File: src/rtl/decode_wb_pipe.sv
// Y86 decode / write-back stage: register file, source/destination selection,
// forwarding network and the D->E pipeline register. Optional macro: DECODE_FWD_EN.
module decode_wb_pipe #(
  parameter int              XLEN     = 64,
  parameter int              RID_W    = 4,
  parameter int              RSP_ID   = 4,
  parameter logic [XLEN-1:0] RSP_INIT = {XLEN{1'b0}}
) (
  input  logic             clk,
  input  logic             rst_n,
  input  logic [2:0]       D_stat,
  input  logic [3:0]       D_icode,
  input  logic [3:0]       D_ifun,
  input  logic [RID_W-1:0] D_rA,
  input  logic [RID_W-1:0] D_rB,
  input  logic [XLEN-1:0]  D_valC,
  input  logic [XLEN-1:0]  D_valP,
  input  logic [RID_W-1:0] e_dstE,
  input  logic [XLEN-1:0]  e_valE,
  input  logic [RID_W-1:0] M_dstE,
  input  logic [RID_W-1:0] M_dstM,
  input  logic [XLEN-1:0]  M_valE,
  input  logic [XLEN-1:0]  m_valM,
  input  logic [2:0]       W_stat,
  input  logic [3:0]       W_icode,
  input  logic [RID_W-1:0] W_dstE,
  input  logic [RID_W-1:0] W_dstM,
  input  logic [XLEN-1:0]  W_valE,
  input  logic [XLEN-1:0]  W_valM,
  input  logic             E_stall,
  input  logic             E_bubble,
  output logic [RID_W-1:0] d_srcA,
  output logic [RID_W-1:0] d_srcB,
  output logic [RID_W-1:0] d_dstE,
  output logic [RID_W-1:0] d_dstM,
  output logic [2:0]       E_stat,
  output logic [3:0]       E_icode,
  output logic [3:0]       E_ifun,
  output logic [XLEN-1:0]  E_valC,
  output logic [XLEN-1:0]  E_valA,
  output logic [XLEN-1:0]  E_valB,
  output logic [RID_W-1:0] E_dstE,
  output logic [RID_W-1:0] E_dstM,
  output logic [RID_W-1:0] E_srcA,
  output logic [RID_W-1:0] E_srcB,
  input  logic [RID_W-1:0] dbg_addr,
  output logic [XLEN-1:0]  dbg_data
);

  localparam logic [RID_W-1:0] RNONE = {RID_W{1'b1}};
  localparam logic [RID_W-1:0] RSP   = RSP_ID[RID_W-1:0];
  localparam int               NREG  = (1 << RID_W) - 1;
  localparam logic [2:0]       S_AOK = 3'b001;
  localparam logic [3:0]       I_NOP = 4'h1;

  typedef struct packed {
    logic [2:0]       stat;
    logic [3:0]       icode;
    logic [3:0]       ifun;
    logic [XLEN-1:0]  valC;
    logic [XLEN-1:0]  valA;
    logic [XLEN-1:0]  valB;
    logic [RID_W-1:0] dstE;
    logic [RID_W-1:0] dstM;
    logic [RID_W-1:0] srcA;
    logic [RID_W-1:0] srcB;
  } e_reg_t;

  localparam e_reg_t E_BUBBLE = '{
    stat: S_AOK, icode: I_NOP, ifun: 4'h0,
    valC: {XLEN{1'b0}}, valA: {XLEN{1'b0}}, valB: {XLEN{1'b0}},
    dstE: RNONE, dstM: RNONE, srcA: RNONE, srcB: RNONE
  };

  logic [XLEN-1:0] rf_q [NREG];
  logic [XLEN-1:0] rf_d [NREG];
  e_reg_t          e_q;
  e_reg_t          e_d;
  logic [XLEN-1:0] d_valA;
  logic [XLEN-1:0] d_valB;
  logic            wr_e_s;
  logic            wr_m_s;
  logic            unused_s;

`ifdef DECODE_FWD_EN
  assign unused_s = ^{W_icode};
`else
  assign unused_s = ^{W_icode, e_dstE, e_valE, M_dstE, M_dstM, M_valE, m_valM};
`endif

  // Operand value for a source ID; RNONE always yields zero.
  function automatic logic [XLEN-1:0] src_val(input logic [RID_W-1:0] src);
    logic [XLEN-1:0] v;
    if (src == RNONE) v = {XLEN{1'b0}};
`ifdef DECODE_FWD_EN
    else if (src == e_dstE) v = e_valE;
    else if (src == M_dstM) v = m_valM;
    else if (src == M_dstE) v = M_valE;
    else if (src == W_dstM) v = W_valM;
    else if (src == W_dstE) v = W_valE;
`endif
    else v = rf_q[src];
    return v;
  endfunction

  always_comb begin
    d_srcA = RNONE;
    d_srcB = RNONE;
    d_dstE = RNONE;
    d_dstM = RNONE;
    case (D_icode)
      4'h2, 4'h4, 4'h6, 4'hA: d_srcA = D_rA;
      4'h9, 4'hB:             d_srcA = RSP;
      default:                d_srcA = RNONE;
    endcase
    case (D_icode)
      4'h4, 4'h5, 4'h6:       d_srcB = D_rB;
      4'h8, 4'h9, 4'hA, 4'hB: d_srcB = RSP;
      default:                d_srcB = RNONE;
    endcase
    case (D_icode)
      4'h2, 4'h3, 4'h6:       d_dstE = D_rB;
      4'h8, 4'h9, 4'hA, 4'hB: d_dstE = RSP;
      default:                d_dstE = RNONE;
    endcase
    case (D_icode)
      4'h5, 4'hB: d_dstM = D_rA;
      default:    d_dstM = RNONE;
    endcase
  end

  always_comb begin
    d_valA = {XLEN{1'b0}};
    if (D_icode == 4'h7 || D_icode == 4'h8) d_valA = D_valP;
    else d_valA = src_val(d_srcA);
    d_valB = src_val(d_srcB);
  end

  always_comb begin
    dbg_data = {XLEN{1'b0}};
    if (dbg_addr == RNONE) dbg_data = {XLEN{1'b0}};
    else dbg_data = rf_q[dbg_addr];
  end

  // Write-back: the M port has priority when both ports name the same register.
  assign wr_e_s = (W_stat == S_AOK) && (W_dstE != RNONE);
  assign wr_m_s = (W_stat == S_AOK) && (W_dstM != RNONE);

  always_comb begin
    for (int i = 0; i < NREG; i++) begin
      if (wr_m_s && W_dstM == RID_W'(i)) rf_d[i] = W_valM;
      else if (wr_e_s && W_dstE == RID_W'(i)) rf_d[i] = W_valE;
      else rf_d[i] = rf_q[i];
    end
  end

  always_ff @(posedge clk or negedge rst_n) begin
    if (!rst_n) begin
      for (int i = 0; i < NREG; i++) rf_q[i] <= (i == RSP_ID) ? RSP_INIT : {XLEN{1'b0}};
    end else begin
      for (int i = 0; i < NREG; i++) rf_q[i] <= rf_d[i];
    end
  end

  // E register next state: bubble beats stall.
  always_comb begin
    e_d = e_q;
    if (E_bubble) begin
      e_d = E_BUBBLE;
    end else if (E_stall) begin
      e_d = e_q;
    end else begin
      e_d.stat  = D_stat;
      e_d.icode = D_icode;
      e_d.ifun  = D_ifun;
      e_d.valC  = D_valC;
      e_d.valA  = d_valA;
      e_d.valB  = d_valB;
      e_d.dstE  = d_dstE;
      e_d.dstM  = d_dstM;
      e_d.srcA  = d_srcA;
      e_d.srcB  = d_srcB;
    end
  end

  always_ff @(posedge clk or negedge rst_n) begin
    if (!rst_n) e_q <= E_BUBBLE;
    else        e_q <= e_d;
  end

  assign E_stat  = e_q.stat;
  assign E_icode = e_q.icode;
  assign E_ifun  = e_q.ifun;
  assign E_valC  = e_q.valC;
  assign E_valA  = e_q.valA;
  assign E_valB  = e_q.valB;
  assign E_dstE  = e_q.dstE;
  assign E_dstM  = e_q.dstM;
  assign E_srcA  = e_q.srcA;
  assign E_srcB  = e_q.srcB;

endmodule
File: config.mk
export PLATFORM = sky130hd
export DESIGN_NAME = decode_wb_pipe
export DESIGN_NICKNAME = d
export VERILOG_FILES = /design/src/rtl/decode_wb_pipe.sv
export SDC_FILE = /design/constraint.sdc
export NUM_CORES = 2
export LEC_CHECK = 0
export CAP_MARGIN = 40
export CORE_MARGIN = 2
export CORE_UTILIZATION = 45
export CTS_CLUSTER_DIAMETER = 80
export DETAILED_ROUTE_END_ITERATION = 16
export PLACE_DENSITY = 0.68
export SYNTH_ARGS = -nofsm -noshare
export SYNTH_HDL_FRONTEND = slang
export SYNTH_SLANG_ARGS = --single-unit
File: constraint.sdc
create_clock -name clk -period 2.7 [get_ports clk]
set_input_delay 0.405 -clock clk [delete_from_list [all_inputs] [get_ports clk]]
set_output_delay 0.405 -clock clk [all_outputs]
set_load 0.03 [all_outputs]
## After elaboration in Yosys (flattened, before gate mapping)

Cells that the tools add are included.

- Mux-type cells: 49
- Equality and inequality tests: 45
- Reduce and logical (&&, ||, !) cells: 56
- Order comparisons: 3
- Bitwise gates (word level): 3

Operator list:

| cell | count |
|---|---|
| 64-bit two-way mux | 40 |
| 64-bit binary-select mux with 4-bit select | 3 |
| 219-bit two-way mux | 2 |
| 4-bit == test (second input constant) | 21 |
| 4-bit by 3-bit == test with 1-bit output (second input constant) | 12 |
| 1-bit logical AND | 32 |
| 2-bit nonzero test | 15 |
| 4-bit by 2-bit == test with 1-bit output (second input constant) | 6 |
| 4-bit one-hot mux with 2 select lines | 3 |
| 5-bit greater-or-equal comparator (second input constant) | 3 |
| 4-bit NOT with 5-bit output | 3 |
| 4-bit by 1-bit == test with 1-bit output (second input constant) | 2 |
| 4-bit zero test | 2 |
| 4-bit != test (second input constant) | 2 |
| 4-bit OR reduction | 2 |
| 3-bit OR reduction | 2 |
| 4-bit two-way mux | 1 |
| 2-bit OR reduction | 2 |
| 3-bit by 1-bit == test with 1-bit output (second input constant) | 1 |
| 2-bit by 1-bit != test with 1-bit output (second input constant) | 1 |
| 1-bit logical OR | 1 |

- Bits in registers: 1179
- Word-level logic and storage cells: 181
- Input port bits: 502
- Output and inout bits: 299

## Depth between registers and ports, before layout

- Word-level depth: 11
- Gate-level depth with buffers: 12
- Depth with buffers taken out: 8

## Worst setup path before layout

OpenSTA, ideal clock, no wires.

- Path type: in2out
- Start: in dbg_addr[0]
- End: out dbg_data[51]
- Required time: 2.295 ns
- Path buffers: 3
- Stages on the path: 5
- Arrival: 2.493 ns
- Slack: -0.198 ns
- Cell sequence: clkbuf_1 > clkbuf_1 > buf_1 > mux4_2 > mux4_2

- Longest elaborated chain between the ends: 5
- Elaborated cells on any way between the ends: 6
- Those cells by class: 1 x eq/ne; 4 x mux; 1 x bitwise

Ends and longest elaborated chain:

| element | RTL line | source |
|---|---|---|
| start: declaration | 46 | `input logic [RID_W-1:0] dbg_addr,` |
| 4-bit NOT with 5-bit output (not written as such) | 142 | `else dbg_data = rf_q[dbg_addr];` |
| 64-bit binary-select mux with 4-bit select | 142 |  |
| 64-bit two-way mux (not written as such) (2 in series) | 142 |  |
| 64-bit two-way mux * | 141 | `if (dbg_addr == RNONE) dbg_data = {XLEN{1'b0}};` |
| end: declaration | 47 | `output logic [XLEN-1:0] dbg_data` |

Every way passes the cells marked *; elsewhere a longest branch is shown, timed or not. The select of a mux whose other input is x is not followed.

## Worst setup path after layout

- Start: reg rf_q[710] (netlist name)
- End: out dbg_data[6]

- Longest elaborated chain between the ends: 4

Ends and longest elaborated chain:

| element | RTL line | source |
|---|---|---|
| start: declaration | 75 | `logic [XLEN-1:0] rf_q [NREG];` |
| 64-bit binary-select mux with 4-bit select | 142 |  |
| 64-bit two-way mux (not written as such) (2 in series) | 142 |  |
| 64-bit two-way mux | 141 |  |

No other way between the ends. The select of a mux whose other input is x is not followed.

==> reports/metrics.yaml <==
synth.top_cells.by_area: "sky130_fd_sc_hd__dfrtp_1 38%, sky130_fd_sc_hd__mux2i_1 17%, sky130_fd_sc_hd__mux4_2 7.7%"
top_achievable_clock_speed_mhz: 336
fin_ws_ns: -0.277
worst_ep_required_time_ns: 2.30
cellInternalPower_w: 0.0442
htree_levels: 4
power_frac_clock_pct: 30.8
detailroute.via_count: 78600
die_height_um: 414
netlist-cell-type-count: 69
minimum_clock_period_ns: 2.98
end_kind: "output pin"
synth_top_area_share_pct: 38.4
critPathMostFrequentCell: "sky130_fd_sc_hd__mux4_2"
route.detailed.drc: 0
vias_per_cell: 6.83
layout-area-overhead-vs-synth_pct: 30.3
buffer_ports.inserted: 592
grt_pass1_vias: 76100
layout_cells_sized_above_1_pct: 19.8
detail_route.iter0.violations: 12900
timing.setup.tns_ns: -9.07
r2r_slack_ns: 1.00
antenna_viol_nets_final: 0
ys_ff_latch: 1179
dpl_cell_area_um2: 89100
whs_ns: 0.0626
layout_worst_path_cycle_share_pct: 110
fp-row-count: 150
final-max-slew-violation-count: 0
critical_path.max_fanout: 2
dpl_worst_slack_ns: -0.539
power.density_cell_area_nw_per_um2: 687
fin_nets: 9677
path_class: "flop to output pin"
cts-buffers-inserted: 146
syn_area_um2: 75600
globalplace.congestion: 0.974
synth.net_count: 8680
clock_latency_ns: 0.83
rr_startpoint: "rf_q[954]"
seq_power_share_pct: 37.1
failed_checks: "setup timing"
number_of_enable_type_register_cells_in_the_synthesized_netlist: 0
class_of_the_tightest_hold_or_removal_check: "input port to async pin"
tightest_slew_ns: 0.930
crit_start: "rf_q[710]"
layout.filler_cells: 14100
async_reset_ff_share_pct: 100
static_leakage_power_nw: 46.2
die_area_um2: 171000
clk_transition_reported_paths_ns: 0.06
fin_util_pct: 59.0
clk_root_buffer_cell: "sky130_fd_sc_hd__clkbuf_16"
placeable_core_area_um2: 167000
peakVddDrop_mv: 0.741
synth_top_cell_by_area: "sky130_fd_sc_hd__dfrtp_1"
grt_start_max_net_pins: 109
worst_slew_margin_pct: 37.8
max_stage_delay_ns: 0.66
synth_area_per_cell_um2: 9.24
tritoncts: "done"
switchingPower_w: 0.0235
synth-main-ff-cell: "sky130_fd_sc_hd__dfrtp_1"
routed_wl_um: 359000
post-dp-hpwl_um: 226000
max_cap_violations: 0
critPathArrivalTime_ns: 2.57
drt_pass1_iterations: 9
avgRoutedWirePerCell_um: 31.2
initial_utilization_pct: 45.3
finalHoldViolations: 0
run_status: "complete, but fails checks"
grtUsageTotal_pct: 40.6
cts.path.max_buffers: 3
cp_top_family: "multiplexers"
synth_warnings: 0
critical_path.n_buffers_inverters: 1
globalRoute.totalOverflow: 0
timing.critical_path.cells: "mux4_2 -> mux4_2 -> buf_12"
netlist_instances: 8178
worst_clock_skew_ns: 0.0390
crit_slowest_cell: "sky130_fd_sc_hd__mux4_2"
startpoint_type: "flop"
setup-violations-final: 64
p_comb_share_pct: 32.1
rsz0062_at_grt: "true"
first_pass_grt_wire_length_um: 516000
ys_seq_area_share_pct: 39.1
tritoncts_num_sinks: 1179
switching_part_of_the_total_power_pct: 34.7
finalInstanceArea_um2: 98500
die_width_um: 414
boundaryPins: 801
antenna_found_initial: 29
[final timing paths]
check	to	cells after the start
max	dbg_data[6]	3
min	rf_q[762]	2
max reg2reg	E_valB[58]	7
min reg2reg	E_valB[21]	2
max in group asynchronous	E_srcB[1]	4
min in group clk	E_icode[0]	3
[metrics by stage]
stage | power, W | instances
2_1_floorplan | 0.0353 | 8178
3_3_place_gp | 0.0420 | 10700
3_5_place_dp | 0.0426 | 10700
4_1_cts | 0.0662 | 11400
5_1_grt | 0.0699 | 11500
6_report | 0.0677 | 11500
[power groups by stage]
stage               clock [W]  combinational, W  sequential (W)
detailed placement          0            0.0167          0.0259
finish                 0.0208            0.0217          0.0251
CTS                    0.0209            0.0205          0.0248
global placement            0            0.0162          0.0258
floorplan                   0            0.0107          0.0247
global route           0.0216            0.0231          0.0253
[final cells by class]
type / count / area [um2] / area share, %
diodes: 15 / 37.5 / 0.0381
clock buffers: 201 / 4150 / 4.21
clock inverters: 60 / 875 / 0.887
inverters: 14 / 118 / 0.119
multi-input cells: 6088 / 42900 / 43.5
flip-flops and latches: 1179 / 29500 / 30.0
well taps: 2204 / 2760 / 2.80
repair buffers: 1745 / 18200 / 18.5
repair inverters: 1 / 11.3 / 0.0114
[kinds of logic after synthesis]
logic type	after synthesis	synth area share, %
AO/OA/AOI/OAI	2275	19.3
buffers and inverters	911	4.80
flip-flops	1179	39.1
multiplexers	1565	25.0
AND/OR/NAND/NOR	2248	11.9
[timing repair]
item                                   4_1_cts  5_1_grt
gates cloned                                 1        1
hold buffers                                 3        0
setup endpoints to repair                   74       68
pin swaps                                    2        2
buffers inserted                           442      102
resized for setup                           60        4
endpoints found under the hold margin      466        0
[sequential cells by signal, summed over array words and instances (netlist names)]
signal and cells:
E_dstM 4, E_icode 4, E_valB 64, rf_q 960, E_ifun 4, E_srcA 4, E_stat 3, E_dstE 4
E_valA 64, E_srcB 4, E_valC 64
[layer usage]
metal	wire, um	global-route usage, %	part of all wire (%)
met3	49600	12.8	14
met1	126000	50.3	35
met4	28000	27.2	7.8
met5	227	0	0.063
met2	155000	60.7	43
[cell usage in the layout (no fill, tap or decap), types with 34 or more instances in the layout]
| master | instances |
|---|---|
| sky130_fd_sc_hd__o221ai_1 | 76 |
| sky130_fd_sc_hd__a22oi_1 | 335 |
| sky130_fd_sc_hd__a32o_1 | 36 |
| sky130_fd_sc_hd__nand2_1 | 1302 |
| sky130_fd_sc_hd__mux4_2 | 257 |
| sky130_fd_sc_hd__buf_4 | 894 |
| sky130_fd_sc_hd__o21a_1 | 38 |
| sky130_fd_sc_hd__dfrtp_1 | 1158 |
| sky130_fd_sc_hd__a21oi_1 | 781 |
| sky130_fd_sc_hd__mux2i_1 | 1305 |
| sky130_fd_sc_hd__buf_12 | 288 |
| sky130_fd_sc_hd__a221oi_1 | 142 |
| sky130_fd_sc_hd__clkbuf_16 | 147 |
| sky130_fd_sc_hd__o211ai_1 | 34 |
| sky130_fd_sc_hd__o22ai_1 | 39 |
| sky130_fd_sc_hd__nand3_1 | 64 |
| sky130_fd_sc_hd__a311oi_1 | 85 |
| sky130_fd_sc_hd__and3_1 | 99 |
| sky130_fd_sc_hd__clkdlybuf4s50_1 | 502 |
| sky130_fd_sc_hd__nor2_1 | 670 |
| sky130_fd_sc_hd__buf_6 | 52 |
| sky130_fd_sc_hd__o31ai_1 | 36 |
| sky130_fd_sc_hd__o21ai_0 | 491 |
[cells in the mapped netlist (3+ instances only)]
cell type	number
sky130_fd_sc_hd__nand2_1	1322
sky130_fd_sc_hd__mux2i_1	1305
sky130_fd_sc_hd__dfrtp_1	1161
sky130_fd_sc_hd__a21oi_1	782
sky130_fd_sc_hd__clkbuf_1	703
sky130_fd_sc_hd__nor2_1	672
sky130_fd_sc_hd__o21ai_0	492
sky130_fd_sc_hd__a22oi_1	336
sky130_fd_sc_hd__mux4_2	257
sky130_fd_sc_hd__a221oi_1	142
sky130_fd_sc_hd__buf_2	107
sky130_fd_sc_hd__and3_1	103
sky130_fd_sc_hd__a311oi_1	85
sky130_fd_sc_hd__o221ai_1	76
sky130_fd_sc_hd__buf_1	67
sky130_fd_sc_hd__nand3_1	66
sky130_fd_sc_hd__o22ai_1	39
sky130_fd_sc_hd__o21a_1	38
sky130_fd_sc_hd__o31ai_1	37
sky130_fd_sc_hd__a32o_1	36
sky130_fd_sc_hd__o211ai_1	34
sky130_fd_sc_hd__a31oi_1	31
sky130_fd_sc_hd__nor2b_1	30
sky130_fd_sc_hd__a22o_1	29
sky130_fd_sc_hd__a222oi_1	28
sky130_fd_sc_hd__o2111ai_1	28
sky130_fd_sc_hd__o311ai_0	27
sky130_fd_sc_hd__nor3_1	22
sky130_fd_sc_hd__buf_4	19
sky130_fd_sc_hd__dfstp_2	18
sky130_fd_sc_hd__inv_1	9
sky130_fd_sc_hd__nor3b_1	6
sky130_fd_sc_hd__a2111oi_1	5
sky130_fd_sc_hd__a2111oi_2	5
sky130_fd_sc_hd__inv_2	5
sky130_fd_sc_hd__or2_2	5
sky130_fd_sc_hd__a2111oi_0	4
sky130_fd_sc_hd__nand2b_1	4
sky130_fd_sc_hd__o22a_1	4
sky130_fd_sc_hd__and2_1	3
Note: power is estimated with default switching activity, not from simulation.
